==> src/rtl/arm_id_ex_operand.sv <==
// ID/EX operand stage: forwarding mux, load-use bubble FSM, EX pipeline register.
// Define ARM_WB_FWD_EN to let the WB stage forward; otherwise rely on RF write-through.
module arm_id_ex_operand #(
    parameter int REG_W  = 4,
    parameter int DATA_W = 32
) (
    input  logic              clk,
    input  logic              rst_b,
    input  logic              id_valid,
    input  logic [31:0]       id_inst,
    input  logic [REG_W-1:0]  id_rn_num,
    input  logic [REG_W-1:0]  id_rm_num,
    input  logic [REG_W-1:0]  id_rs_num,
    input  logic [2:0]        id_uses,
    input  logic [DATA_W-1:0] id_rn_data,
    input  logic [DATA_W-1:0] id_rm_data,
    input  logic [DATA_W-1:0] id_rs_data,
    input  logic              ex_wr_en,
    input  logic [REG_W-1:0]  ex_wr_num,
    input  logic [DATA_W-1:0] ex_result,
    input  logic              ex_is_load,
    input  logic              mem_wr_en,
    input  logic [REG_W-1:0]  mem_wr_num,
    input  logic [DATA_W-1:0] mem_result,
    input  logic              wb_wr_en,
    input  logic [REG_W-1:0]  wb_wr_num,
    input  logic [DATA_W-1:0] wb_result,
    input  logic              flush,
    output logic              stall,
    output logic              ex_valid,
    output logic [31:0]       ex_inst,
    output logic [11:0]       ex_inst_11_0,
    output logic              ex_is_imm,
    output logic [DATA_W-1:0] ex_rn_data,
    output logic [DATA_W-1:0] ex_rm_data,
    output logic [DATA_W-1:0] ex_rs_data
);

    typedef enum logic {RUN, BUBBLE} state_t;

    localparam logic [REG_W-1:0] PC_NUM = REG_W'(15);

    state_t            r_state;
    logic [REG_W-1:0]  w_num [3];
    logic [DATA_W-1:0] w_rf  [3];
    logic [DATA_W-1:0] w_op  [3];
    logic [2:0]        w_ex_hit;
    logic [2:0]        w_mem_hit;
    logic              w_load_use;

    assign w_num[0] = id_rn_num;
    assign w_num[1] = id_rm_num;
    assign w_num[2] = id_rs_num;
    assign w_rf[0]  = id_rn_data;
    assign w_rf[1]  = id_rm_data;
    assign w_rf[2]  = id_rs_data;

`ifndef ARM_WB_FWD_EN
    logic w_wb_unused;
    assign w_wb_unused = ^{wb_wr_en, wb_wr_num, wb_result};
`endif

    // Later assignments win, so the youngest producer takes priority.
    always_comb begin
        for (int i = 0; i < 3; i++) begin
            w_ex_hit[i]  = ex_wr_en && (ex_wr_num == w_num[i])
                           && (w_num[i] != PC_NUM);
            w_mem_hit[i] = mem_wr_en && (mem_wr_num == w_num[i])
                           && (w_num[i] != PC_NUM);
            w_op[i] = w_rf[i];
`ifdef ARM_WB_FWD_EN
            if (wb_wr_en && (wb_wr_num == w_num[i])
                && (w_num[i] != PC_NUM))
                w_op[i] = wb_result;
`endif
            if (w_mem_hit[i])
                w_op[i] = mem_result;
            if (w_ex_hit[i])
                w_op[i] = ex_result;
        end
    end

    assign w_load_use = id_valid && ex_is_load && |(id_uses & w_ex_hit);

    assign stall = rst_b && (r_state == RUN) && w_load_use && !flush;

    always_ff @(posedge clk or negedge rst_b) begin
        if (!rst_b) begin
            r_state      <= RUN;
            ex_valid     <= 1'b0;
            ex_inst      <= '0;
            ex_inst_11_0 <= '0;
            ex_is_imm    <= 1'b0;
            ex_rn_data   <= '0;
            ex_rm_data   <= '0;
            ex_rs_data   <= '0;
        end else if (stall) begin
            r_state  <= BUBBLE;
            ex_valid <= 1'b0;
        end else begin
            r_state      <= RUN;
            ex_valid     <= id_valid && !flush;
            ex_inst      <= id_inst;
            ex_inst_11_0 <= id_inst[11:0];
            ex_is_imm    <= id_inst[25];
            ex_rn_data   <= w_op[0];
            ex_rm_data   <= w_op[1];
            ex_rs_data   <= w_op[2];
        end
    end

endmodule

==> config.mk <==
export PLATFORM = sky130hd
export DESIGN_NAME = arm_id_ex_operand
export DESIGN_NICKNAME = d
export VERILOG_FILES = /design/src/rtl/arm_id_ex_operand.sv
export SDC_FILE = /design/constraint.sdc
export NUM_CORES = 1
export LEC_CHECK = 0
export BUFFER_PORTS_ARGS = -buffer_cell sky130_fd_sc_hd__buf_2
export CAP_MARGIN = 15
export CORE_AREA = 8 8 150 152
export DETAILED_ROUTE_END_ITERATION = 6
export DIE_AREA = 0 0 158 160
export PLACE_DENSITY_LB_ADDON = 0.05
export SKIP_CTS_REPAIR_TIMING = 1
export SLEW_MARGIN = 10
export SYNTH_ARGS = -nofsm -noshare
export SYNTH_HDL_FRONTEND = slang
export SYNTH_SLANG_ARGS = --single-unit
==> constraint.sdc <==
create_clock -name clk -period 11.7 [get_ports clk]
set_clock_uncertainty 0.2 [all_clocks]
set_input_delay 3.51 -clock clk [delete_from_list [all_inputs] [get_ports clk]]
set_output_delay 3.51 -clock clk [all_outputs]
set_load 0.05 [all_outputs]
==> results of run 1 <==
-- state kept, by name, summed over array words and instances, names as in the netlist --
name	count
ex_rm_data	32
ex_rs_data	32
r_state	1
ex_valid	1
ex_inst	32
ex_rn_data	32
-- kinds of logic (layout without fill, tap and decap cells) --
logic type      Yosys count  after routing  share of synthesized area [%]
simple gates            173            173                           9.58
other cells               0              5                              0
compound gates          137            137                           11.4
xor+xnor                 24             24                           2.82
buf+inv                  66            408                           5.01
flops                   130            130                           43.7
mux                     193            193                           27.5
-- layout by cell type, fill, tap and decap left out, drive strengths merged, types with 2 or more instances in the layout --
master and instances:
buf 375, dfrtp 130, nand2 117, mux2i 103
mux2 90, o21ai 53, a21oi 42, a22o 38
nor2 35, clkbuf 21, xnor2 16, nand4 8
xor2 8, clkinv 6, diode 5, clkinvlp 4
or2 2, nand3 2, inv 2, or3 2
nor4 2
-- layer usage --
layer	vias to the layer above	track usage, %	share of wire [%]	routed length [µm]
met5	-	0	0.046	13
met4	2	5.96	1.3	357
met3	25	7.94	9.9	2810
met2	262	36.9	48	13600
li1	3213	-	-	-
met1	3202	26.4	41	11600
-- where the power goes --
group	switching [µW]	total, µW	internal, µW
sequential	17.2	501	484
clock	204	477	273
combinational	230	334	104
total	451	1310	860
-- layout make-up --
| type | instances | share of cell area, % |
|---|---|---|
| multi-input combinational | 527 | 39.0 |
| tap | 270 | 3.40 |
| timing repair buffer | 375 | 19.4 |
| sequential | 130 | 32.8 |
| inverter | 2 | 0.0756 |
| clock inverter | 10 | 0.643 |
| clock buffer | 21 | 4.54 |
| antenna | 5 | 0.126 |
-- cells in the mapped netlist --
master and count:
buf_6 6, nor3b_1 1, buf_2 16, a21oi_1 42, nand4b_1 1, o21ai_0 52
nor4b_1 1, o22ai_1 1, nor4_1 1, inv_1 2, buf_4 16, o21ai_2 1
xor2_1 8, nor3_1 1, mux2_1 14, xnor2_1 16, o22a_1 1, nand4_1 8
mux2i_1 103, dfrtp_1 130, mux2_2 76, or3_1 2, clkbuf_1 26, nand3_1 2
nand2_1 117, o211ai_2 1, or3b_1 1, nor2_1 35, or2_2 2, nor4_2 1
a22o_1 38, a41oi_1 1
-- worst max-delay path: stages --
cell      delay [ns]
buf_6           0.26
nand4b_1        0.16
or3b_2          0.84
or3_1           0.52
o211ai_4        0.31
buf_2           0.39
-- how the worst max path moves through the flow --
stage	to	slack, ns	cells after the start
2_1_floorplan	stall	2.98	7
3_3_place_gp	stall	1.93	6
3_5_place_dp	stall	1.91	6
4_1_cts	stall	1.92	6
5_1_grt	stall	1.79	6
6_report	stall	1.96	6
-- per-stage QoR --
step                      worst slack [ns]  utilization (%)  hold WS, ns  cells  cell area, µm²
after floorplan                       2.98                -        0.553    723            7440
after global placement                1.93             46.8        0.257   1303            9380
after detailed placement              1.91             46.8        0.265   1303            9380
after CTS                             1.92             49.4        0.280   1334            9890
after global routing                  1.79             49.5        0.292   1339            9930
final                                 1.96             49.6        0.273   1340            9930
==> flow_summary.json, run 1 <==
{
  "dieArea_um2": 25300,
  "via_count": 6704,
  "io_pins": 402,
  "hold_depth": 2,
  "fmax_mhz": 103,
  "fp.coreArea_um2": 20000,
  "firstDrtPassIters": 4,
  "maxSlewViolCount": 0,
  "max_slew_margin_pct": 33.2,
  "synth-seq-cells": 130,
  "report.final.setup_viol": 0,
  "rsz0062_at_grt": "false",
  "critical_path_required_ns": 7.99,
  "yosysTopAreaCellShare_pct": 43.7,
  "syn_area_um2": 7440,
  "r2r_setup_slack_ns": 7.81,
  "cts_tree": "done",
  "pwr_density_cell_nw_per_um2": 132,
  "grt_max_degree": 83,
  "period_share_pct": 83.2,
  "fill_cells": 1972,
  "status": "complete, no violations",
  "drive_gt1_share_pct": 46.3,
  "first_global_vias": 7065,
  "fin_crit_ns": 9.74,
  "wl_per_cell_um": 21.2,
  "fin_setup_tns_ns": 0,
  "yosysTopAreaCell": "dfrtp_1",
  "drt_iter0_markers": 277,
  "synth.yosys.seq_area_share_pct": 43.7,
  "grt_usage_pct": 22.1,
  "die_h_um": 160,
  "total_power_uw": 1310,
  "cts_made_buffers": 17,
  "clock_latency_ns": 0.41,
  "port_buffers": 364,
  "synth.avg_cell_area_um2": 10.3,
  "gp_congestion": 0.804,
  "start_util_pct": 37.1,
  "areaGrowthSynthToFinish_pct": 33.4,
  "ff2ff_path_depth": 6,
  "synth_cell_types": 32,
  "antenna_found_initial": 6,
  "cp_max_fo": 34,
  "critical_path_class": "in -> out",
  "drc": 0,
  "grt_overflow": 0,
  "clkTransAtPathRegs_ns": 0.07,
  "nNetsFinal": 1312,
  "syn_inst": 723,
  "postRouteAntennaNets": 0,
  "startpoint_type": "input port",
  "clock_sinks": 130,
  "leakage_uw": 0.00465,
  "cap_violations": 0,
  "finalHoldViolCount": 0,
  "ys_warn_count": 0,
  "grt_pass1_wl_mm": 42.6,
  "drt_wl_total_mm": 28.4,
  "worst_setup_path_end_kind": "output port",
  "die_w_um": 158,
  "seq_area_um2": 3250,
  "htreeDepth": 4,
  "startpoint": "rst_b",
  "synthTopCellsByArea": "dfrtp_1 (44%), mux2i_1 (14%), mux2_2 (11%)",
  "holdPathEnd": "ex_rm_data[13]$_DFFE_PN0N_",
  "hp-class": "reg -> reg",
  "avgViaCountPerCell": 5.00,
  "r2r_end": "ex_inst[13]$_DFFE_PN0N_",
  "cts_root_buf": "clkbuf_16",
  "cts_buffer_depth": 2,
  "hp-start": "ex_rm_data[13]$_DFFE_PN0N_",
  "reg2reg_from": "r_state$_DFF_PN0_",
  "row_count": 52,
  "vdd_drop_max_uv": 95.6,
  "dp_hpwl_mm": 21.1,
  "cp.arrival_ns": 6.03,
  "multi_input_area_um2": 3870,
  "worst_slew_pin_slew_ns": 1.00,
  "syn-num-nets": 982
}
Power figures use the tool's default switching activity.
==> run 2: changes to the inputs <==
CORE_AREA = 8 8 148 150   (was 8 8 150 152)
DIE_AREA = 0 0 156 158   (was 0 0 158 160)
clock period = 8.45 ns   (was 11.7 ns; I/O delays follow)
==> run 2 against run 1 <==
Compared with the run above:
- global-route usage increased by 0.31 points
- die area shrank 2.5%
- final cell count is essentially flat
- largest cell class unchanged
- clock power is 46% higher
- first-iteration DRC count fell by 21%
==> flow_summary.json, run 2 (synthesis gave the netlist of run 1 again) <==
{
  "status": "complete, no violations",
  "dp_hpwl_mm": 20.7,
  "fin_cells": 1339,
  "areaGrowthSynthToFinish_pct": 33.8,
  "worst_setup_path_end_kind": "output port",
  "holdPathEnd": "ex_rm_data[13]$_DFFE_PN0N_",
  "clkTransAtPathRegs_ns": 0.06,
  "leakage_uw": 0.00468,
  "pwr_density_cell_nw_per_um2": 186,
  "r2r_setup_slack_ns": 4.73,
  "ff2ff_path_depth": 7,
  "gp_congestion": 0.821,
  "drive_gt1_share_pct": 46.6,
  "dp.cells": 1306,
  "vdd_drop_max_uv": 136,
  "period_share_pct": 87.5,
  "dieArea_um2": 24600,
  "max_slew_margin_pct": 30.0,
  "fin_crit_ns": 7.40,
  "firstDrtPassIters": 4,
  "crit_chain": "buf_2 > nand4b_1 > or3b_2 > buf_4 > or3_1 > o211ai_4 > buf_2",
  "cap_violations": 0,
  "drc": 0,
  "total_power_uw": 1850,
  "cts_made_buffers": 17,
  "cp_common_cell": "buf_2",
  "report.final.setup_viol": 0,
  "stdcell_area_um2": 9960,
  "dpl_worst_slack_ns": 1.06,
  "nNetsFinal": 1314,
  "start_util_pct": 37.8,
  "slowest_delay_ns": 0.46,
  "grt_usage_pct": 22.5,
  "htreeDepth": 4,
  "cts_buffer_depth": 2,
  "hold_depth": 2,
  "maxSlewViolCount": 0,
  "io_pins": 402,
  "fp.coreArea_um2": 19700,
  "port_buffers": 364,
  "drt_iter0_markers": 219,
  "clock_sinks": 130,
  "final_common_cell": "buf_2",
  "cp.arrival_ns": 4.66,
  "startpoint_type": "input port",
  "hp-start": "ex_rm_data[13]$_DFFE_PN0N_",
  "reg2reg_from": "r_state$_DFF_PN0_",
  "wl_per_cell_um": 20.8,
  "placed_area_um2": 9400,
  "die_h_um": 158,
  "cp_max_fo": 34,
  "crit_family": "simple AND/OR/NAND/NOR gates",
  "drt_wl_total_mm": 27.8,
  "cp_slowest_cell": "or3b_2",
  "clock_latency_ns": 0.42,
  "avgViaCountPerCell": 4.96,
  "grt_pass1_wl_mm": 42.1,
  "rsz0062_at_grt": "false",
  "r2r_end": "ex_inst[30]$_DFFE_PN0N_",
  "fmax_mhz": 135,
  "cts_root_buf": "clkbuf_16",
  "first_global_vias": 7089,
  "antenna_found_initial": 3,
  "grt_overflow": 0,
  "hp-class": "reg -> reg",
  "fin_setup_tns_ns": 0,
  "via_count": 6640,
  "worst-path-buf-inv": 3,
  "fin_ws_ns": 1.05,
  "cts_tree": "done",
  "mostFrequentLayoutCells": "buf_2 (363), dfrtp_1 (130), nand2_1 (115), mux2i_1 (103), mux2_2 (76)",
  "finalHoldViolCount": 0,
  "grt_max_degree": 81,
  "critical_path_class": "in -> out",
  "postRouteAntennaNets": 0,
  "die_w_um": 156,
  "row_count": 52,
  "critical_path_required_ns": 5.72,
  "worst_slew_pin_slew_ns": 1.05
}
-- run 2: cell types whose count changed in the layout (fill, tap and decap cells not counted) --
cell / change
diode_2: -3
bufinv_16: +1
clkinv_4: -1
clkbuf_1: -2
buf_16: -1
clkbuf_8: +2
buf_4: +3
-- run 2: routing by layer --
metal / GRT usage, % / vias to the layer above / share of wire (%)
li1: - / 3203 / -
met1: 27.0 / 3170 / 43
met2: 37.9 / 251 / 48
met3: 8.24 / 14 / 8.7
met4: 4.62 / 2 / 0.85
met5: 0 / - / 0.029
-- run 2: stage by stage --
stage / hold WS [ns] / util (%)
2_1_floorplan: 0.553 / -
3_3_place_gp: 0.258 / 47.7
3_5_place_dp: 0.268 / 47.7
4_1_cts: 0.281 / 50.5
5_1_grt: 0.304 / 50.5
6_report: 0.275 / 50.5
-- run 2: power by group --
group          total (µW)  switching [µW]  internal (µW)
sequential            693            23.2            670
clock                 697             274            423
combinational         462             319            143
-- run 2: cell type report --
cell class / instances / area (µm²)
Tap cell: 270 / 338
Antenna cell: 2 / 5.00
Multi-Input combinational cell: 527 / 3870
Sequential cell: 130 / 3250
Clock inverter: 10 / 85.1
Timing Repair Buffer: 377 / 1930
Inverter: 2 / 7.51
Clock buffer: 21 / 470
Fill cell: 1909 / 9750
-- run 2: how the worst max path moves through the flow --
stage / endpoint / cells past startpoint / startpoint
after global placement: stall / 7 / id_valid
final: stall / 7 / id_valid
after floorplan: stall / 7 / id_valid
after detailed placement: stall / 7 / id_valid
after global routing: stall / 7 / id_valid
after CTS: stall / 7 / id_valid
-- run 2: worst register-to-register path, stage by stage (launching register included) --
cell and delay [ns]:
dfrtp_1 0.35, nand4b_1 0.18, or3b_2 0.46, buf_4 0.28, or3_1 0.45, o211ai_4 0.33
buf_4 0.83, mux2_2 0.52
==> run 3: changes to the inputs <==
CTS_BUF_LIST = sky130_fd_sc_hd__clkbuf_8 sky130_fd_sc_hd__clkbuf_16   (was unset)
==> run 3 against run 2 <==
Compared with the run above:
- combinational power about the same
- worst hold slack worse by 0.0010 ns
- fmax barely moved
- core utilization stayed put
- global-route usage is essentially flat
- via count grew 0.14%
- register-to-register slack is essentially flat
- sequential share of layout area unchanged
- largest cell class unchanged
- highest routed layer unchanged
- wire length about the same
==> flow_summary.json, run 3 (synthesis gave the netlist of run 1 again) <==
{
  "worst-path-buf-inv": 3,
  "cap_violations": 0,
  "mostFrequentLayoutCells": "buf_2 (363), dfrtp_1 (130), nand2_1 (115), mux2i_1 (103), mux2_2 (76)",
  "startpoint": "id_valid",
  "clkTransAtPathRegs_ns": 0.06,
  "grt_overflow": 0,
  "fin_setup_tns_ns": 0,
  "stdcell_area_um2": 9960,
  "drt_wl_total_mm": 27.8,
  "reg2reg_from": "r_state$_DFF_PN0_",
  "nNetsFinal": 1314,
  "period_share_pct": 87.5,
  "drc": 0,
  "dp_hpwl_mm": 20.7,
  "cp_common_cell": "buf_2",
  "finalHoldViolCount": 0,
  "die_h_um": 158,
  "crit_family": "simple AND/OR/NAND/NOR gates",
  "startpoint_type": "input port",
  "fin_crit_ns": 7.40,
  "areaGrowthSynthToFinish_pct": 33.8,
  "via_count": 6649,
  "worst_slew_pin_slew_ns": 1.04,
  "drt_iter0_markers": 209,
  "htreeDepth": 4,
  "report.final.setup_viol": 0,
  "cts_buffer_depth": 2,
  "cts_tree": "done",
  "leakage_uw": 0.00468,
  "rsz0062_at_grt": "false",
  "fmax_mhz": 135,
  "pwr_density_cell_nw_per_um2": 186,
  "io_pins": 402,
  "avgViaCountPerCell": 4.97,
  "final_common_cell": "buf_2",
  "fill_cells": 1909,
  "clock_sinks": 130,
  "max_slew_margin_pct": 30.2,
  "maxSlewViolCount": 0,
  "fp.coreArea_um2": 19700,
  "start_util_pct": 37.8,
  "dieArea_um2": 24600,
  "critical_path_required_ns": 5.72,
  "status": "complete, no violations",
  "port_buffers": 364,
  "dpl_worst_slack_ns": 1.06,
  "cts_made_buffers": 17,
  "cp_slowest_cell": "or3b_2",
  "first_global_vias": 7090,
  "cp_max_fo": 34,
  "fin_ws_ns": 1.05,
  "antenna_found_initial": 3,
  "clock_latency_ns": 0.42,
  "gp_congestion": 0.821,
  "firstDrtPassIters": 4,
  "postRouteAntennaNets": 0,
  "worst_setup_path_end_kind": "output port",
  "placed_area_um2": 9400,
  "row_count": 52,
  "slowest_delay_ns": 0.46,
  "total_power_uw": 1850,
  "grt_usage_pct": 22.5,
  "wl_per_cell_um": 20.8,
  "drive_gt1_share_pct": 46.6,
  "cts_root_buf": "clkbuf_16",
  "vdd_drop_max_uv": 136,
  "hp-class": "reg -> reg",
  "grt_max_degree": 81,
  "hp-start": "ex_rm_data[13]$_DFFE_PN0N_",
  "die_w_um": 156,
  "crit_chain": "buf_2 > nand4b_1 > or3b_2 > buf_4 > or3_1 > o211ai_4 > buf_2",
  "critical_path_class": "in -> out",
  "cp.arrival_ns": 4.66,
  "grt_pass1_wl_mm": 42.1
}
[run 3: worst min-delay path: cells and delay by family, from the launching register on]
kind / cells / cell delay, ns
and+or+nand+nor: 1 / 0.05
DFF: 1 / 0.33
AOI/OAI and AO/OA: 1 / 0.06
[run 3: final timing paths]
path | to | slack, ns | cells past startpoint
setup / recovery | stall | 1.05 | 7
hold / removal | ex_rm_data[13]$_DFFE_PN0N_ | 0.27 | 2
setup reg to reg | ex_inst[30]$_DFFE_PN0N_ | 4.73 | 7
hold reg to reg | ex_rm_data[13]$_DFFE_PN0N_ | 0.27 | 2
max in group asynchronous | ex_rs_data[7]$_DFFE_PN0N_ | 4.52 | 3
min in group asynchronous | ex_rs_data[24]$_DFFE_PN0N_ | 2.12 | 2
[run 3: report_power, final]
group	leakage [µW]	switching (µW)	total, µW	internal, µW
registers	0.00152	23.2	693	670
clock network	0.000271	274	696	422
logic	0.00289	318	462	143
total	0.00468	616	1850	1230
[run 3: metal layers]
layer | up-vias | GRT usage [%] | part of all wire [%] | routed length, µm
met5 | - | 0 | 0.040 | 11
met1 | 3176 | 27.0 | 43 | 11800
met4 | 2 | 4.62 | 0.84 | 235
met3 | 14 | 8.24 | 8.7 | 2430
li1 | 3205 | - | - | -
met2 | 252 | 37.9 | 48 | 13300
[run 3: per-stage QoR]
step	hold WS [ns]	utilization (%)	std cells
2_1_floorplan	0.553	-	723
3_3_place_gp	0.258	47.7	1306
3_5_place_dp	0.268	47.7	1306
4_1_cts	0.281	50.5	1337
5_1_grt	0.304	50.5	1339
6_report	0.274	50.5	1339
[run 3: area by class of cell]
class	count	area (µm²)	share of cell area [%]
antenna	2	5.00	0.0503
clock buffer	20	467	4.69
clock inverter	11	88.8	0.892
inverter	2	7.51	0.0754
multi-input combinational	527	3870	38.9
sequential	130	3250	32.7
tap	270	338	3.39
timing repair buffer	377	1930	19.3
